===== src/rtl/regfile_cmd_sequencer_pkg.sv =====
// Shared definitions for the file-register command sequencer: default sizes
// and the sequencer FSM state encoding.
package regfile_cmd_sequencer_pkg;

    localparam int DEF_DEBOUNCE_CYCLES = 4;
    localparam int DEF_NUM_REGS        = 32;
    localparam int DEF_ADDR_W          = 5;
    localparam int DEF_DATA_W          = 32;
    localparam int SW_DATA_W           = 8;

    typedef enum logic [2:0] {
        ST_IDLE   = 3'd0,
        ST_WRITE  = 3'd1,
        ST_VWAIT  = 3'd2,
        ST_VCHECK = 3'd3,
        ST_CLEAR  = 3'd4
    } state_e;

endpackage


===== src/rtl/regfile_cmd_sequencer_key_debounce.sv =====
// Raw key conditioner: two-flop synchronizer, stable-level debounce counter
// and a single-cycle rising-edge pulse on the accepted level.
module regfile_cmd_sequencer_key_debounce #(
    parameter int DEBOUNCE_CYCLES = 4
) (
    input  logic clk,
    input  logic rst,
    input  logic key_raw,
    output logic pulse
);

    localparam int               CNT_W    = $clog2(DEBOUNCE_CYCLES + 1);
    localparam logic [CNT_W-1:0] CNT_LAST = CNT_W'(DEBOUNCE_CYCLES - 1);

    logic             sync1_q, sync1_d;
    logic             sync2_q, sync2_d;
    logic             level_q, level_d;
    logic             level_dly_q, level_dly_d;
    logic [CNT_W-1:0] cnt_q, cnt_d;

    // Accept a new level only after it differs from the current one for
    // DEBOUNCE_CYCLES consecutive samples; any agreement restarts the count.
    always_comb begin
        sync1_d     = key_raw;
        sync2_d     = sync1_q;
        level_d     = level_q;
        level_dly_d = level_q;
        cnt_d       = '0;
        if (sync2_q != level_q) begin
            if (cnt_q == CNT_LAST) begin
                level_d = sync2_q;
            end else begin
                cnt_d = cnt_q + CNT_W'(1);
            end
        end
    end

    // Synchronizer, debounce counter and edge-detect history.
    always_ff @(posedge clk) begin
        if (rst) begin
            sync1_q     <= 1'b0;
            sync2_q     <= 1'b0;
            level_q     <= 1'b0;
            level_dly_q <= 1'b0;
            cnt_q       <= '0;
        end else begin
            sync1_q     <= sync1_d;
            sync2_q     <= sync2_d;
            level_q     <= level_d;
            level_dly_q <= level_dly_d;
            cnt_q       <= cnt_d;
        end
    end

    assign pulse = level_q & ~level_dly_q;

endmodule


===== src/rtl/regfile_cmd_sequencer.sv =====
// Command stage in front of file_register: turns debounced key presses into a
// single write followed by a readback check, or a full-depth clear sweep.
module regfile_cmd_sequencer
    import regfile_cmd_sequencer_pkg::*;
#(
    parameter int DEBOUNCE_CYCLES = DEF_DEBOUNCE_CYCLES,
    parameter int NUM_REGS        = DEF_NUM_REGS,
    parameter int ADDR_W          = DEF_ADDR_W,
    parameter int DATA_W          = DEF_DATA_W
) (
    input  logic              clk,
    input  logic              rst,
    input  logic              key_write,
    input  logic              key_clear,
    input  logic [ADDR_W-1:0] sw_addr,
    input  logic [7:0]        sw_data,
    output logic              we,
    output logic [ADDR_W-1:0] write_addr,
    output logic [DATA_W-1:0] write_data,
    output logic [ADDR_W-1:0] read1_addr,
    input  logic [DATA_W-1:0] read_data,
    output logic [7:0]        led_data,
    output logic              busy,
    output logic              verify_err
);

    localparam logic [ADDR_W-1:0] CNT_LAST = ADDR_W'(NUM_REGS - 1);

    logic write_pulse, clear_pulse;

    state_e                 state_q, state_d;
    logic [ADDR_W-1:0]      waddr_q, waddr_d;
    logic [SW_DATA_W-1:0]   wdata_q, wdata_d;
    logic [ADDR_W-1:0]      rd_addr_q, rd_addr_d;
    logic [7:0]             led_q, led_d;
    logic                   err_q, err_d;
    logic [ADDR_W-1:0]      cnt_q, cnt_d;
    logic [DATA_W-1:0]      wdata_ext;

    regfile_cmd_sequencer_key_debounce #(.DEBOUNCE_CYCLES(DEBOUNCE_CYCLES)) u_deb_write (
        .clk    (clk),
        .rst    (rst),
        .key_raw(key_write),
        .pulse  (write_pulse)
    );

    regfile_cmd_sequencer_key_debounce #(.DEBOUNCE_CYCLES(DEBOUNCE_CYCLES)) u_deb_clear (
        .clk    (clk),
        .rst    (rst),
        .key_raw(key_clear),
        .pulse  (clear_pulse)
    );

    // Payload is only 8 switches wide; the upper bits are always zero.
    assign wdata_ext = {{(DATA_W-SW_DATA_W){1'b0}}, wdata_q};

    // Next-state and register updates; pulses are only honoured in IDLE,
    // so anything arriving while busy is simply lost.
    always_comb begin
        state_d   = state_q;
        waddr_d   = waddr_q;
        wdata_d   = wdata_q;
        rd_addr_d = rd_addr_q;
        led_d     = led_q;
        err_d     = err_q;
        cnt_d     = cnt_q;
        case (state_q)
            ST_IDLE: begin
                rd_addr_d = sw_addr;
                led_d     = read_data[7:0];
                if (clear_pulse) begin
                    cnt_d   = '0;
                    state_d = ST_CLEAR;
                end else if (write_pulse) begin
                    waddr_d = sw_addr;
                    wdata_d = sw_data;
                    state_d = ST_WRITE;
                end
            end
            ST_WRITE: begin
                rd_addr_d = waddr_q;
                state_d   = ST_VWAIT;
            end
            ST_VWAIT: begin
                state_d = ST_VCHECK;
            end
            ST_VCHECK: begin
                led_d   = read_data[7:0];
                err_d   = err_q | (read_data != wdata_ext);
                state_d = ST_IDLE;
            end
            ST_CLEAR: begin
                if (cnt_q == CNT_LAST) begin
                    cnt_d   = '0;
                    state_d = ST_IDLE;
                end else begin
                    cnt_d = cnt_q + ADDR_W'(1);
                end
            end
            default: begin
                state_d = ST_IDLE;
            end
        endcase
    end

    // State and datapath registers.
    always_ff @(posedge clk) begin
        if (rst) begin
            state_q   <= ST_IDLE;
            waddr_q   <= '0;
            wdata_q   <= '0;
            rd_addr_q <= '0;
            led_q     <= '0;
            err_q     <= 1'b0;
            cnt_q     <= '0;
        end else begin
            state_q   <= state_d;
            waddr_q   <= waddr_d;
            wdata_q   <= wdata_d;
            rd_addr_q <= rd_addr_d;
            led_q     <= led_d;
            err_q     <= err_d;
            cnt_q     <= cnt_d;
        end
    end

    // Write port is decoded from state so reset drops we on the same edge.
    assign we         = (state_q == ST_WRITE) || (state_q == ST_CLEAR);
    assign write_addr = (state_q == ST_CLEAR) ? cnt_q : waddr_q;
    assign write_data = (state_q == ST_CLEAR) ? '0 : wdata_ext;
    assign read1_addr = rd_addr_q;
    assign led_data   = led_q;
    assign busy       = (state_q != ST_IDLE);
    assign verify_err = err_q;

endmodule


===== config.mk =====
export PLATFORM = sky130hd
export DESIGN_NAME = regfile_cmd_sequencer
export DESIGN_NICKNAME = d
export VERILOG_FILES = /design/src/rtl/regfile_cmd_sequencer_pkg.sv /design/src/rtl/regfile_cmd_sequencer_key_debounce.sv /design/src/rtl/regfile_cmd_sequencer.sv
export SDC_FILE = /design/constraint.sdc
export NUM_CORES = 1
export LEC_CHECK = 0
export ABC_AREA = 1
export BUFFER_PORTS_ARGS = -buffer_cell sky130_fd_sc_hd__buf_2
export CAP_MARGIN = 20
export CORE_ASPECT_RATIO = 1.1
export CORE_UTILIZATION = 50
export DETAILED_ROUTE_END_ITERATION = 10
export PLACE_DENSITY = 0.89
export SYNTH_ARGS = -nofsm -noshare
export SYNTH_HDL_FRONTEND = slang
export SYNTH_HIERARCHICAL = 1
export SYNTH_SLANG_ARGS = --single-unit

===== constraint.sdc =====
create_clock -name clk -period 3.08 [get_ports clk]
set_clock_uncertainty 0.2 [all_clocks]
set_input_delay 0.924 -clock clk [delete_from_list [all_inputs] [get_ports clk]]
set_output_delay 0.924 -clock clk [all_outputs]
set_load 0.01 [all_outputs]

Word level (Yosys, flattened, before mapping)
Index checks and enable logic that the tools add are counted.
- bitwise gates (word level): 8
- reductions and logical operators: 13
- equal/unequal tests: 13
- multiplexer cells: 10
- add/subtract/negate cells: 3
- operators by type and width (operator ; count):
    $ne A32 B8 Y1 ; 1
    $pmux W5 S2 ; 2
    $mux W5 ; 3
    $eq A3 B2 Y1 const B ; 4
    $pmux W3 S4 ; 1
    $mux W3 ; 3
    $mux W8 ; 1
    $reduce_and A2 Y1 ; 4
    $add A3 B1 Y3 const B ; 2
    $reduce_or A3 Y1 ; 2
    $add A5 B1 Y5 const B ; 1
    $eq A5 B5 Y1 const B ; 1
    $not A1 Y1 ; 5
    $ne A2 B2 Y1 const B ; 2
    $reduce_bool A2 Y1 ; 2
    $eq A3 B1 Y1 const B ; 1
    $eq A3 B3 Y1 const B ; 1
    $logic_not A3 Y1 ; 1
    $ne A3 B2 Y1 const B ; 1
    $reduce_and A3 Y1 ; 1
    $reduce_bool A3 Y1 ; 1
    $and A1 B1 Y1 ; 2
    $ne A1 B1 Y1 ; 2
    $reduce_or A2 Y1 ; 1
    2 further kinds ; 2
- flip-flop bits (word level): 49
- output and inout port bits: 53

Logic depth before layout (Yosys ltp)
- depth after elaboration: 5
- mapped depth: 9
- gate-level depth less buffers: 9

Modules after synthesis
The synthesis kept the hierarchy.
- modules (own cells, without submodules) (module ; cells an instance ; instances ; area each (µm²)):
    regfile_cmd_sequencer ; 288 ; 1 ; 2016.9
    regfile_cmd_sequencer_key_debounce ; 30 ; 2 ; 256.5

Worst setup path after synthesis
Ideal clock, no wire load.
- kind: reg-to-output
- from: register state_q[1]
- to: output port write_addr[2]
- path slack: 0.890 ns
- buffers on the path: 2
- arrival time: 1.066 ns
- data required time: 1.956 ns
- stages on the path, launching flop included: 8
- cell sequence: dfxtp_1 buf_6 nor2_4 nand2_4 inv_2 buf_4 nand2_1 nand2_1
- longest elaborated chain between the ends: 2
- RTL lines (element ; line ; source):
    start: declaration ; regfile_cmd_sequencer.sv:31 ; state_e state_q, state_d;
    start signal: assignment ; regfile_cmd_sequencer.sv:117 ; state_q <= state_d;
    $eq A3 B3 Y1 ; regfile_cmd_sequencer.sv:129 ; assign write_addr = (state_q == ST_CLEAR) ? cnt_q : waddr_q;
    $mux W5 ; regfile_cmd_sequencer.sv:129 ;
    end: declaration ; regfile_cmd_sequencer.sv:18 ; output logic [ADDR_W-1:0] write_addr,
No other way between the ends.

Worst setup path after layout
- from: register state_q[1]
- to: output port write_addr[1]
The elaborated chain is that of the path after synthesis.

==> flow_summary.toml <==
[grt]
grt_usage_pct = 22.3
antenna_found_initial = 0
overflow = 0
grt_pass1_wl_mm = 9.61
grt_pass1_vias = 2234
grt_max_degree = 29

[sta]
rsz0062_at_grt = "no"
tightest_slew_ps = 608
slew_violations = 0
maxSlewHeadroom_pct = 59.3
fmax_mhz = 362
final.min_clock_period_ps = 2760
fin_crit_sh_pct = 89.8
fin_ws_ps = 316
finalSetupViolCount = 0
finalHoldViolations = 0
tns_ps = 0

[min_path]
whs_path_depth = 2
holdPathEnd = "u_deb_write/sync2_q"
min_path_type = "reg -> reg"
worstHoldStart = "u_deb_write/sync1_q"

[drt]
dr.pass1.iters = 4
routedWlPerCell_um = 11.8
ant_nets = 0
drt_iter0_markers = 77
vias = 2300
drc = 0
wirelength_mm = 5.63
drt-vias-per-instance = 4.80

[clock_network]
ctsResizeCount = 0
postCtsHoldBufs = 0
insertion_delay_ps = 300
cts_sinks = 49
cts_max_level = 2
post_cts_buffers = 0
numCtsBuffers = 5
clockBufferDepth = 2
cts_tree = "built"
clkTransAtPathRegs_ps = 80
cts_root_buf = "clkbuf_8"

[place]
dp_hpwl_mm = 4.35
place_area_um2 = 2820
place_ws_ps = 627
portBuffers = 77
gp_congestion = 0.820

[floorplanning]
ioPinCount = 102
fp.coreArea_um2 = 4750
num_rows = 26
die_x_um = 69.8
die_area_um2 = 5350
initial_core_util_pct = 53.3
die_y_um = 76.6

[run_status]
status = "complete, no violations"

[worst_setup_path]
regToRegSetupSlack_ps = 1110
crit_path_max_fanout = 14
reg2reg_depth = 7
r2r_start = "state_q[2]"
crit_required_ps = 1960
worst_ep_arrival_time_ps = 1640
r2r_end = "waddr_q[4]"
start_kind = "register"
worstSetupPathType = "reg -> out"
end_kind = "primary output"

[final_layout]
final_area_um2 = 2960
multi_input_comb_area_um2 = 1210
final_util_pct = 62.2
drive_gt1_share_pct = 29.6
n_fill_cell = 464
final_cell_mix = "buf_2, nand2_1, nor2_1"
antenna_cells = 0
mostFrequentLayoutCell = "buf_2"
seqCellArea_um2 = 981
layout.nets = 477
syn_to_final_growth_pct = 16.8

[synthesis]
post_synth.cell_area_avg_um2 = 7.27
ys_seq_elements = 49
yosys_warnings = 6
netlist_area_um2 = 2530
synth.lib_cells_used.distinct = 29
syn_inst = 348
synth_seq_area_share_pct = 38.8

[pwr]
leakage_nw = 1.50
pwr-share-seq_pct = 47.5
p_clk_share_pct = 36.6
fin_total_pwr_mw = 1.45
p_sw_mw = 0.376
power.internal_mw = 1.08
p_sw_share_pct = 25.9
power_density_nw_per_um2 = 492
ir_drop_v = 0.000329
pwr-share-comb_pct = 16.0

[job]
maxCapViolations = 0
cells by family after synthesis:
kind of cell | count (synthesis) | share of synthesized area, %
adders and majority gates | 6 | 2.97
other | 1 | 0.148
xor gates and xnor gates | 3 | 1.04
buffers and inverters | 79 | 16.8
AOI/OAI and AO/OA | 55 | 13.6
and+or+nand+nor | 155 | 26.7
DFF | 49 | 38.8
state kept, by name, indices dropped and copies added (netlist names), 3 cells and up:
register	flops
cnt_q	5
led_data	8
read1_addr	5
state_q	3
u_deb_clear/cnt_q	3
u_deb_write/cnt_q	3
waddr_q	5
wdata_q	8
cell usage after synthesis:
cell type,n,area share [%]
a21oi_1,15,3.0
a21oi_2,8,2.8
a31oi_1,1,0.25
buf_1,1,0.15
buf_2,2,0.40
buf_4,27,8.0
buf_6,3,1.3
conb_1,1,0.15
dfxtp_1,49,39
ha_1,6,3.0
inv_1,37,5.5
inv_2,8,1.2
inv_4,1,0.25
nand2_1,66,9.8
nand2_2,4,0.99
nand2_4,2,0.89
nand3_1,12,2.4
nand3_2,2,0.79
nor2_1,59,8.8
nor2_2,2,0.49
nor2_4,4,1.8
nor3_1,3,0.59
nor4_1,1,0.25
o211ai_1,1,0.30
o21ai_0,7,1.4
o21ai_1,14,2.8
o21ai_2,9,3.1
xnor2_1,2,0.69
xor2_1,1,0.35
layer usage:
layer / global-route usage (%) / vias to the layer above / wire length (um)
met2: 42.2 / 88 / 2940
met1: 24.2 / 1029 / 2250
met3: 5.95 / 7 / 384
li1: - / 1176 / -
met5: 0 / - / 0
met4: 5.40 / 0 / 53
worst max-delay path, cell delays in order, from the launching register on:
cell	delay, ps
dfxtp_1	440
nor2_4	260
nand2_4	120
inv_2	240
nand2_1	100
nand2_1	60
buf_2	120
layout make-up:
| type | count | area share, % |
|---|---|---|
| Multi-Input combinational cell | 243 | 40.9 |
| Sequential cell | 49 | 33.2 |
| Clock buffer | 5 | 2.33 |
| Tap cell | 56 | 2.37 |
| Clock inverter | 3 | 2.20 |
| Inverter | 46 | 5.93 |
| Timing Repair Buffer | 77 | 13.0 |
worst max path at each step:
stage,from,to,depth (start not counted)
5_1_grt,state_q[1],write_addr[1],6
6_report,state_q[1],write_addr[1],6
3_5_place_dp,state_q[1],write_addr[1],6
4_1_cts,state_q[1],write_addr[1],6
3_3_place_gp,state_q[1],write_addr[4],6
2_1_floorplan,state_q[1],write_addr[2],7
stage by stage:
stage,hold WS [ps],cells
6_report,212,479
3_3_place_gp,190,471
5_1_grt,231,479
3_5_place_dp,195,471
2_1_floorplan,188,371
4_1_cts,217,479
power groups by stage:
stage          combinational, mW  sequential [mW]  clock (mW)
6_report                   0.233            0.690       0.532
5_1_grt                    0.259            0.696       0.574
4_1_cts                    0.233            0.690       0.541
3_5_place_dp               0.232            0.705           0
3_3_place_gp               0.226            0.703           0
2_1_floorplan              0.165            0.710           0
Note: power is estimated with default switching activity, not from simulation.
